[config.mk]
export PLATFORM = sky130hd
export DESIGN_NAME = xadc_drp_responder
export DESIGN_NICKNAME = d
export VERILOG_FILES = /design/src/rtl/xadc_drp_responder.sv
export SDC_FILE = /design/constraint.sdc
export NUM_CORES = 1
export LEC_CHECK = 0
export CAP_MARGIN = 20
export CORE_MARGIN = 2
export CORE_UTILIZATION = 30
export CTS_CLUSTER_SIZE = 8
export DETAILED_ROUTE_END_ITERATION = 6
export PLACE_DENSITY = 0.57
export SLEW_MARGIN = 20
export SYNTH_ARGS = -nofsm -noshare
export SYNTH_HDL_FRONTEND = slang
export SYNTH_SLANG_ARGS = --single-unit
[constraint.sdc]
create_clock -name clk -period 7.5 [get_ports clk]
set_clock_uncertainty 0.05 [all_clocks]
set_input_delay 1.5 -clock clk [delete_from_list [all_inputs] [get_ports clk]]
set_output_delay 1.5 -clock clk [all_outputs]
set_load 0.005 [all_outputs]
[src/rtl/xadc_drp_responder.sv]
`default_nettype none
// +----------------------------------------------------------------------------+
// | Module      : xadc_drp_responder                                           |
// | Description : Behavioural stand-in for the XADC hard block. Answers DRP    |
// |               reads/writes with a fixed latency and runs a timed channel   |
// |               sequencer (BUSY/EOS) over digital 12-bit sample inputs.      |
// |               Optional sticky DRP_ERR output under XADC_DRP_ERR_EN.        |
// | Revision    : 1.0 - initial release                                        |
// +----------------------------------------------------------------------------+
module xadc_drp_responder #(
  parameter int READ_LATENCY = 4,   // DEN cycle to DRDY cycle, 1..15
  parameter int CONV_CYCLES  = 26,  // BUSY cycles per conversion, 2..255
  parameter int SEQ_GAP      = 4    // idle cycles between conversions, 1..255
) (
  input  logic        clk,
  input  logic        rst,
`ifdef XADC_DRP_ERR_EN
  output logic        DRP_ERR,
`endif
  input  logic [6:0]  DADDR,
  input  logic        DEN,
  input  logic        DWE,
  input  logic [15:0] DI,
  output logic [15:0] DO,
  output logic        DRDY,
  output logic        BUSY,
  output logic        EOS,
  input  logic [11:0] SAMPLE_VPVN,
  input  logic [11:0] SAMPLE_AUX0,
  input  logic [11:0] SAMPLE_AUX1,
  input  logic [11:0] SAMPLE_AUX2,
  input  logic [11:0] SAMPLE_AUX3,
  input  logic [11:0] SAMPLE_AUX8
);

  localparam logic [3:0] C_LAT_LOAD  = 4'(READ_LATENCY - 1);
  localparam logic [7:0] C_CONV_LOAD = 8'(CONV_CYCLES - 1);
  localparam logic [7:0] C_GAP_LOAD  = 8'(SEQ_GAP - 1);
  localparam logic [2:0] C_LAST_CH   = 3'd5;

  typedef enum logic [0:0] {DRP_IDLE = 1'b0, DRP_WAIT = 1'b1} drp_state_t;
  typedef enum logic [1:0] {SEQ_GAP_ST = 2'd0, SEQ_CONV_ST = 2'd1, SEQ_LATCH_ST = 2'd2} seq_state_t;

  drp_state_t  drp_state_q, drp_state_d;
  logic [3:0]  drp_cnt_q, drp_cnt_d;
  logic [6:0]  addr_q;
  logic        we_q;
  logic [15:0] di_q;
  logic [15:0] do_q;
  logic [15:0] res_q [0:5];   // VPVN, AUX0, AUX1, AUX2, AUX3, AUX8
  logic [15:0] cfg_q [0:2];   // 0x40, 0x41, 0x42

  seq_state_t  seq_state_q, seq_state_d;
  logic [7:0]  seq_cnt_q, seq_cnt_d;
  logic [2:0]  idx_q, idx_d;
  logic        eos_q, eos_d;
  logic        w_latch;

  logic        w_drdy, w_accept, w_wr, w_do_load;
  logic [6:0]  w_rd_addr;
  logic        w_rd_we;
  logic [15:0] w_rd_data;
  logic [11:0] w_sample;

  // DRDY is the last counted cycle; a new DEN is accepted when idle or on DRDY
  assign w_drdy   = (drp_state_q == DRP_WAIT) && (drp_cnt_q == 4'd0);
  assign w_accept = DEN && ((drp_state_q == DRP_IDLE) || w_drdy);
  assign w_wr     = w_drdy && we_q;

  // DRP next-state and latency counter
  always_comb begin
    drp_state_d = drp_state_q;
    drp_cnt_d   = drp_cnt_q;
    if (w_accept) begin
      drp_state_d = DRP_WAIT;
      drp_cnt_d   = C_LAT_LOAD;
    end else if (drp_state_q == DRP_WAIT) begin
      if (drp_cnt_q == 4'd0) drp_state_d = DRP_IDLE;
      else                   drp_cnt_d   = drp_cnt_q - 4'd1;
    end
  end

  // DO is loaded on the edge that opens the DRDY cycle, so a sequencer latch
  // landing in the DRDY cycle itself is not seen by that read.
  assign w_rd_addr = w_accept ? DADDR : addr_q;
  assign w_rd_we   = w_accept ? DWE   : we_q;
  assign w_do_load = (drp_state_d == DRP_WAIT) && (drp_cnt_d == 4'd0) && !w_rd_we;

  // Register read decode; unmapped addresses read as zero
  always_comb begin
    w_rd_data = 16'h0000;
    case (w_rd_addr)
      7'h03:   w_rd_data = res_q[0];
      7'h10:   w_rd_data = res_q[1];
      7'h11:   w_rd_data = res_q[2];
      7'h12:   w_rd_data = res_q[3];
      7'h13:   w_rd_data = res_q[4];
      7'h18:   w_rd_data = res_q[5];
      7'h40:   w_rd_data = cfg_q[0];
      7'h41:   w_rd_data = cfg_q[1];
      7'h42:   w_rd_data = cfg_q[2];
      default: w_rd_data = 16'h0000;
    endcase
  end

  // DRP state, transaction capture and read data register
  always_ff @(posedge clk) begin
    if (rst) begin
      drp_state_q <= DRP_IDLE;
      drp_cnt_q   <= 4'd0;
      addr_q      <= 7'd0;
      we_q        <= 1'b0;
      di_q        <= 16'h0000;
      do_q        <= 16'h0000;
    end else begin
      drp_state_q <= drp_state_d;
      drp_cnt_q   <= drp_cnt_d;
      if (w_accept) begin
        addr_q <= DADDR;
        we_q   <= DWE;
        di_q   <= DI;
      end
      if (w_do_load) do_q <= w_rd_data;
    end
  end

  // Sequencer next-state: gap -> conversion -> latch, channel index advance
  always_comb begin
    seq_state_d = seq_state_q;
    seq_cnt_d   = seq_cnt_q;
    idx_d       = idx_q;
    eos_d       = 1'b0;
    w_latch     = 1'b0;
    case (seq_state_q)
      SEQ_GAP_ST: begin
        if (seq_cnt_q != 8'd0) begin
          seq_cnt_d = seq_cnt_q - 8'd1;
        end else if (!cfg_q[1][15]) begin
          seq_state_d = SEQ_CONV_ST;
          seq_cnt_d   = C_CONV_LOAD;
        end
      end
      SEQ_CONV_ST: begin
        if (seq_cnt_q != 8'd0) seq_cnt_d   = seq_cnt_q - 8'd1;
        else                   seq_state_d = SEQ_LATCH_ST;
      end
      SEQ_LATCH_ST: begin
        w_latch     = 1'b1;
        seq_state_d = SEQ_GAP_ST;
        seq_cnt_d   = C_GAP_LOAD;
        if (idx_q == C_LAST_CH) begin
          idx_d = 3'd0;
          eos_d = 1'b1;
        end else begin
          idx_d = idx_q + 3'd1;
        end
      end
      default: begin
        seq_state_d = SEQ_GAP_ST;
        seq_cnt_d   = C_GAP_LOAD;
      end
    endcase
  end

  // Current channel's sample input
  always_comb begin
    w_sample = 12'h000;
    case (idx_q)
      3'd0:    w_sample = SAMPLE_VPVN;
      3'd1:    w_sample = SAMPLE_AUX0;
      3'd2:    w_sample = SAMPLE_AUX1;
      3'd3:    w_sample = SAMPLE_AUX2;
      3'd4:    w_sample = SAMPLE_AUX3;
      3'd5:    w_sample = SAMPLE_AUX8;
      default: w_sample = 12'h000;
    endcase
  end

  // Sequencer state and EOS pulse
  always_ff @(posedge clk) begin
    if (rst) begin
      seq_state_q <= SEQ_GAP_ST;
      seq_cnt_q   <= C_GAP_LOAD;
      idx_q       <= 3'd0;
      eos_q       <= 1'b0;
    end else begin
      seq_state_q <= seq_state_d;
      seq_cnt_q   <= seq_cnt_d;
      idx_q       <= idx_d;
      eos_q       <= eos_d;
    end
  end

  // Result registers written by the sequencer, config registers by DRP writes
  always_ff @(posedge clk) begin
    if (rst) begin
      for (int i = 0; i < 6; i++) res_q[i] <= 16'h0000;
      for (int i = 0; i < 3; i++) cfg_q[i] <= 16'h0000;
    end else begin
      for (int i = 0; i < 6; i++) begin
        if (w_latch && (idx_q == 3'(i))) res_q[i] <= {w_sample, 4'b0000};
      end
      if (w_wr) begin
        case (addr_q)
          7'h40:   cfg_q[0] <= di_q;
          7'h41:   cfg_q[1] <= di_q;
          7'h42:   cfg_q[2] <= di_q;
          default: ;
        endcase
      end
    end
  end

`ifdef XADC_DRP_ERR_EN
  logic err_q;

  // Sticky flag for DEN arriving while a transaction is still counting
  always_ff @(posedge clk) begin
    if (rst) begin
      err_q <= 1'b0;
    end else if (DEN && (drp_state_q == DRP_WAIT) && !w_drdy) begin
      err_q <= 1'b1;
    end else if (w_wr && (addr_q == 7'h42) && di_q[0]) begin
      err_q <= 1'b0;
    end
  end

  assign DRP_ERR = err_q;
`endif

  assign DO   = do_q;
  assign DRDY = w_drdy;
  assign BUSY = (seq_state_q == SEQ_CONV_ST);
  assign EOS  = eos_q;

endmodule
`default_nettype wire
* After elaboration in Yosys (flattened, before gate mapping)
Memory sizes are Yosys's and may differ from the RTL's.
Cells that the tools add are included.
** Word-level totals
- Memory bits (writable) :: 120
- Input bits :: 99
- Memories kept :: 2
- Flip-flop bits (word level) :: 59
- Word-level logic and storage cells :: 133
- Output and inout port bits :: 19
** Memory list
- res_q :: depth 6, bits a word 12, read ports 6, clocked after memory_dff 0, write ports 6, RTL line 50 : logic [15:0] res_q [0:5];
- cfg_q :: depth 3, bits a word 16, read ports 3, clocked after memory_dff 0, write ports 3, RTL line 51 : logic [15:0] cfg_q [0:2];
** Cells by class
- Reductions and logical operators :: 21
- Equal/unequal tests :: 24
- Bitwise logic cells :: 11
- Multiplexer cells :: 62
- $add $sub $neg :: 3
** Operator list (number)
- case mux 16 bit (9 select lines) :: 1
- two-way mux 12 bit :: 6
- case mux 12 bit (6 select lines) :: 1
- two-way mux 16 bit :: 3
- == test 7 bit, second input constant :: 6
- two-way mux 1 bit :: 38
- == test 7 x 5 -> 1 bit, second input constant :: 5
- two-way mux 8 bit :: 3
- case mux 8 bit (2 select lines) :: 1
- two-way mux 4 bit :: 3
- logical AND 1 bit :: 11
- OR 1 bit :: 9
- zero test 4 bit :: 2
- nonzero test 8 bit :: 1
- subtractor 8 x 1 -> 8 bit, second input constant :: 1
- == test 7 x 2 -> 1 bit, second input constant :: 1
- two-way mux 7 bit :: 1
- == test 3 x 2 -> 1 bit, second input constant :: 2
- == test 3 bit, second input constant :: 2
- two-way mux 2 bit :: 3
- inequality test 2 bit, second input constant :: 3
- case mux 2 bit (2 select lines) :: 1
- subtractor 4 x 1 -> 4 bit, second input constant :: 1
- adder 3 x 1 -> 3 bit, second input constant :: 1
- other kinds (14) :: 15

* Longest topological paths before layout
- Depth after elaboration :: 8
- Gate-level depth with buffers :: 11
- Gate-level depth less buffers :: 9

* Least setup slack after synthesis
OpenSTA, ideal clock, no wires.
- Kind :: input port to flip-flop
- From :: input DEN
- To :: register do_q[4] (netlist: DO[4])
- Arrival time :: 2.942 ns
- Required time :: 7.333 ns
- Library setup time :: 0.117 ns
- Stages on the path :: 7
- Path buffers :: 1
- Path slack :: 4.392 ns
- Cells stage by stage :: and4bb_4 > nor2_8 > buf_4 > mux2i_1 > mux2i_1 > o211ai_1 > a22o_1
** Between the ends
- Cells in the longest elaborated chain, start to end :: 5
- Elaborated cells between the ends (all ways) :: 19
- Those cells by class :: eq/ne (9); mux (5); reduce/logical (5)
** RTL lines
- start: declaration :: RTL line 21 : input logic DEN,
- logical AND 1 bit * :: RTL line 67 : assign w_accept = DEN && ((drp_state_q == DRP_IDLE) || w_drdy);
- parallel branches: the longest is 4 deep, another holds case mux 16 bit (9 select lines)
- end signal: assignment :: RTL line 123 : if (w_do_load) do_q <= w_rd_data;
- end: declaration :: RTL line 49 : logic [15:0] do_q;
Every way passes the cells marked *.
A chain may end at the register's enable or synchronous reset.

* Worst setup path after layout
- From :: input DEN
- To :: register do_q[15] (netlist: DO[15])
Same word-level chain as after synthesis.

==> flow_metrics.env <==
export IMPL_outcome="complete, no violations"
export IMPL_place_ws_ps=2910
export IMPL_ir_drop_uv=159
export IMPL_initial_core_util_pct=30.5
export IMPL_async_flop_share_pct=0
export IMPL_maxSlewHeadroom_pct=25.7
export IMPL_synth_edf_count=120
export IMPL_crit_path_end_kind="register"
export IMPL_yosys_area_top_type_share_pct=45.6
export IMPL_grt_overflow=0
export IMPL_dieArea_sq_mm=0.0276
export IMPL_yosysMostFrequentCell="edfxtp_1"
export IMPL_cp_start_kind="input port"
export IMPL_fin_nets=915
export IMPL_layout_drive_gt1_share_pct=6.91
export IMPL_ys_top_cells_by_count="edfxtp_1 (120), nor2_1 (111), nand2_1 (80), dfxtp_1 (59), a21oi_1 (46)"
export IMPL_cap_violations=0
export IMPL_max_freq_mhz=239
export IMPL_htree_levels=4
export IMPL_tightest_slew_ps=1090
export IMPL_fp_coreArea_sq_mm=0.0259
export IMPL_insertedDiodeCount=0
export IMPL_post_route_period_util_pct=55.8
export IMPL_synth_area_sq_mm=0.00789
export IMPL_io_buffer_count=117
export IMPL_p_leak_nw=3.46
export IMPL_drtIter0Drc=585
export IMPL_ys_seq_area_share_pct=60.6
export IMPL_postCtsSetupRepairBufs=0
export IMPL_grt_use_total_pct=16.0
export IMPL_detail_route_antenna_nets=0
export IMPL_grt_pass1_vias=6018
export IMPL_ios=118
export IMPL_finalWorstSetupSlack_ps=3320
export IMPL_totalWireLength_microns=22100
export IMPL_hold_depth=2
export IMPL_yosysUniqueCellTypes=56
export IMPL_dp_hpwl_microns=15400
export IMPL_drc=0
export IMPL_cts_sinks=179
export IMPL_synth_area_leaders="edfxtp_1 (46%), dfxtp_1 (15%), nor2_1 (5.3%), nand2_1 (3.8%), a21oi_1 (2.9%)"
export IMPL_ys_warnings_count=0
export IMPL_vias=5968
export IMPL_worstPathRequired_ps=7820
export IMPL_cts_tree="yes"
export IMPL_rows=59
export IMPL_worst_ep_arrival_time_ps=4500
export IMPL_synth_nets=815
export IMPL_path_max_fanout=33
export IMPL_ys_ff_latch=179
export IMPL_postCtsHoldBufs=0
export IMPL_grt_max_degree=52
export IMPL_maxSlewViolCount=0
export IMPL_place_congestion=0.800
export IMPL_synthCells=712
export IMPL_antenna_found_initial=0
export IMPL_reg2regPathDepth=8
export IMPL_cts_resized=0
export IMPL_ys_flop_type="edfxtp_1"
export IMPL_area_growth_pct=25.7
export IMPL_min_period_ps=4180
export IMPL_clock_root_buffer="clkbuf_16"
export IMPL_avgSynthCellArea_sq_um=11.1
export IMPL_holdWs_ps=403
export IMPL_synth_area_leader_cell="edfxtp_1"
export IMPL_rsz0062_at_grt="false"
export IMPL_hold_violations=0
export IMPL_grt_first_pass_wirelength_microns=34100
export IMPL_cts_made_buffers=17
export IMPL_power_density_mw_per_mm2=218
export IMPL_fin_setup_tns_ps=0
export IMPL_worstSetupPathType="in -> reg"
export IMPL_die_w_microns=166
export IMPL_setup_viol=0
export IMPL_clockBufferDepth=2
export IMPL_vias_per_cell=5.14
export IMPL_hp_class="reg -> reg"
export IMPL_die_h_microns=166
export IMPL_first_pass_iters=6
export IMPL_clkTransAtPathRegs_ps=70
export IMPL_clk_insertion_delay_late_ps=440
export IMPL_stdcell_area_sq_mm=0.00992
export IMPL_placedInstanceArea_sq_mm=0.00936
export IMPL_fillerInstances=2531
export IMPL_total_power_mw=2.17
export IMPL_routedWlPerCell_microns=19.0
## cell usage in the layout (no fill, tap or decap), types with 6 or more instances in the layout
cell type	instances
edfxtp_1	120
a211oi_1	7
a22oi_1	27
nor3_1	10
nor2b_1	6
nand4b_1	10
a22o_1	22
nand2b_1	8
a222oi_1	17
mux2i_1	15
a221oi_1	6
and2_1	17
nand3_1	26
a21oi_1	46
dfxtp_1	59
inv_1	8
o21ai_0	17
clkbuf_16	17
clkdlybuf4s50_1	116
nand2_1	80
nor2_1	111
## worst max-delay path, stage by stage
cell             delay (ps)
clkdlybuf4s50_1         490
and4bb_4                280
nor2_8                  470
mux2i_2                 970
nor4_1                  180
a211oi_2                400
a22o_1                  200
## metrics by stage
stage,cells,util [%]
2_1_floorplan,712,-
3_3_place_gp,1128,36.1
3_5_place_dp,1128,36.1
4_1_cts,1160,38.2
5_1_grt,1160,38.3
6_report,1160,38.3
## cell families (layout without fill, tap and decap cells)
| kind of cell | after synthesis | in the layout | synth area share, % |
|---|---|---|---|
| DFF | 179 | 179 | 60.6 |
| and+or+nand+nor | 290 | 290 | 17.5 |
| buffers and inverters | 49 | 162 | 2.71 |
| xor gates and xnor gates | 7 | 7 | 0.777 |
| AOI/OAI and AO/OA | 159 | 159 | 14.2 |
| adders and majority gates | 4 | 4 | 0.634 |
| muxes | 24 | 24 | 3.58 |
## path summary, 6_finish.rpt
| check | startpoint | slack (ps) | to |
|---|---|---|---|
| worst max register to register | drp_cnt_q[0] | 4200 | DO[15] |
| worst min register to register | di_q[1] | 400 | di_q[1] |
| worst min-delay path | di_q[1] | 400 | di_q[1] |
| worst max-delay path | DEN | 3320 | DO[15] |
## cell type report
| cell class | instances | area, sq um | area share, % |
|---|---|---|---|
| flip-flops and latches | 179 | 4780 | 48.2 |
| clock buffers | 21 | 450 | 4.54 |
| repair buffers | 121 | 1200 | 12.1 |
| inverters | 9 | 33.8 | 0.341 |
| clock inverters | 11 | 92.6 | 0.933 |
| well taps | 335 | 419 | 4.23 |
| multi-input cells | 484 | 2940 | 29.7 |
## state kept, by name (all words and copies together), names as in the netlist
signal,count
DO,16
EOS,1
addr_q,7
cfg_q,48
di_q,16
drp_cnt_q,4
drp_state_q,1
idx_q,3
res_q,72
seq_cnt_q,8
seq_state_q,2
we_q,1
## layer usage
metal | part of all wire (%) | track usage [%] | routed length [microns]
met3 | 4.5 | 3.46 | 996
met4 | 1.9 | 5.47 | 427
met1 | 43 | 20.1 | 9470
met5 | 0 | 0 | 0
met2 | 51 | 27.3 | 11200
## report_power, final
group	switching, mW	leakage [nW]	internal (mW)	total [mW]
sequential	0.0295	1.72	1.09	1.12
combinational	0.110	1.47	0.0987	0.209
clock	0.392	0.272	0.443	0.835
Note: power is estimated with default switching activity, not from simulation.
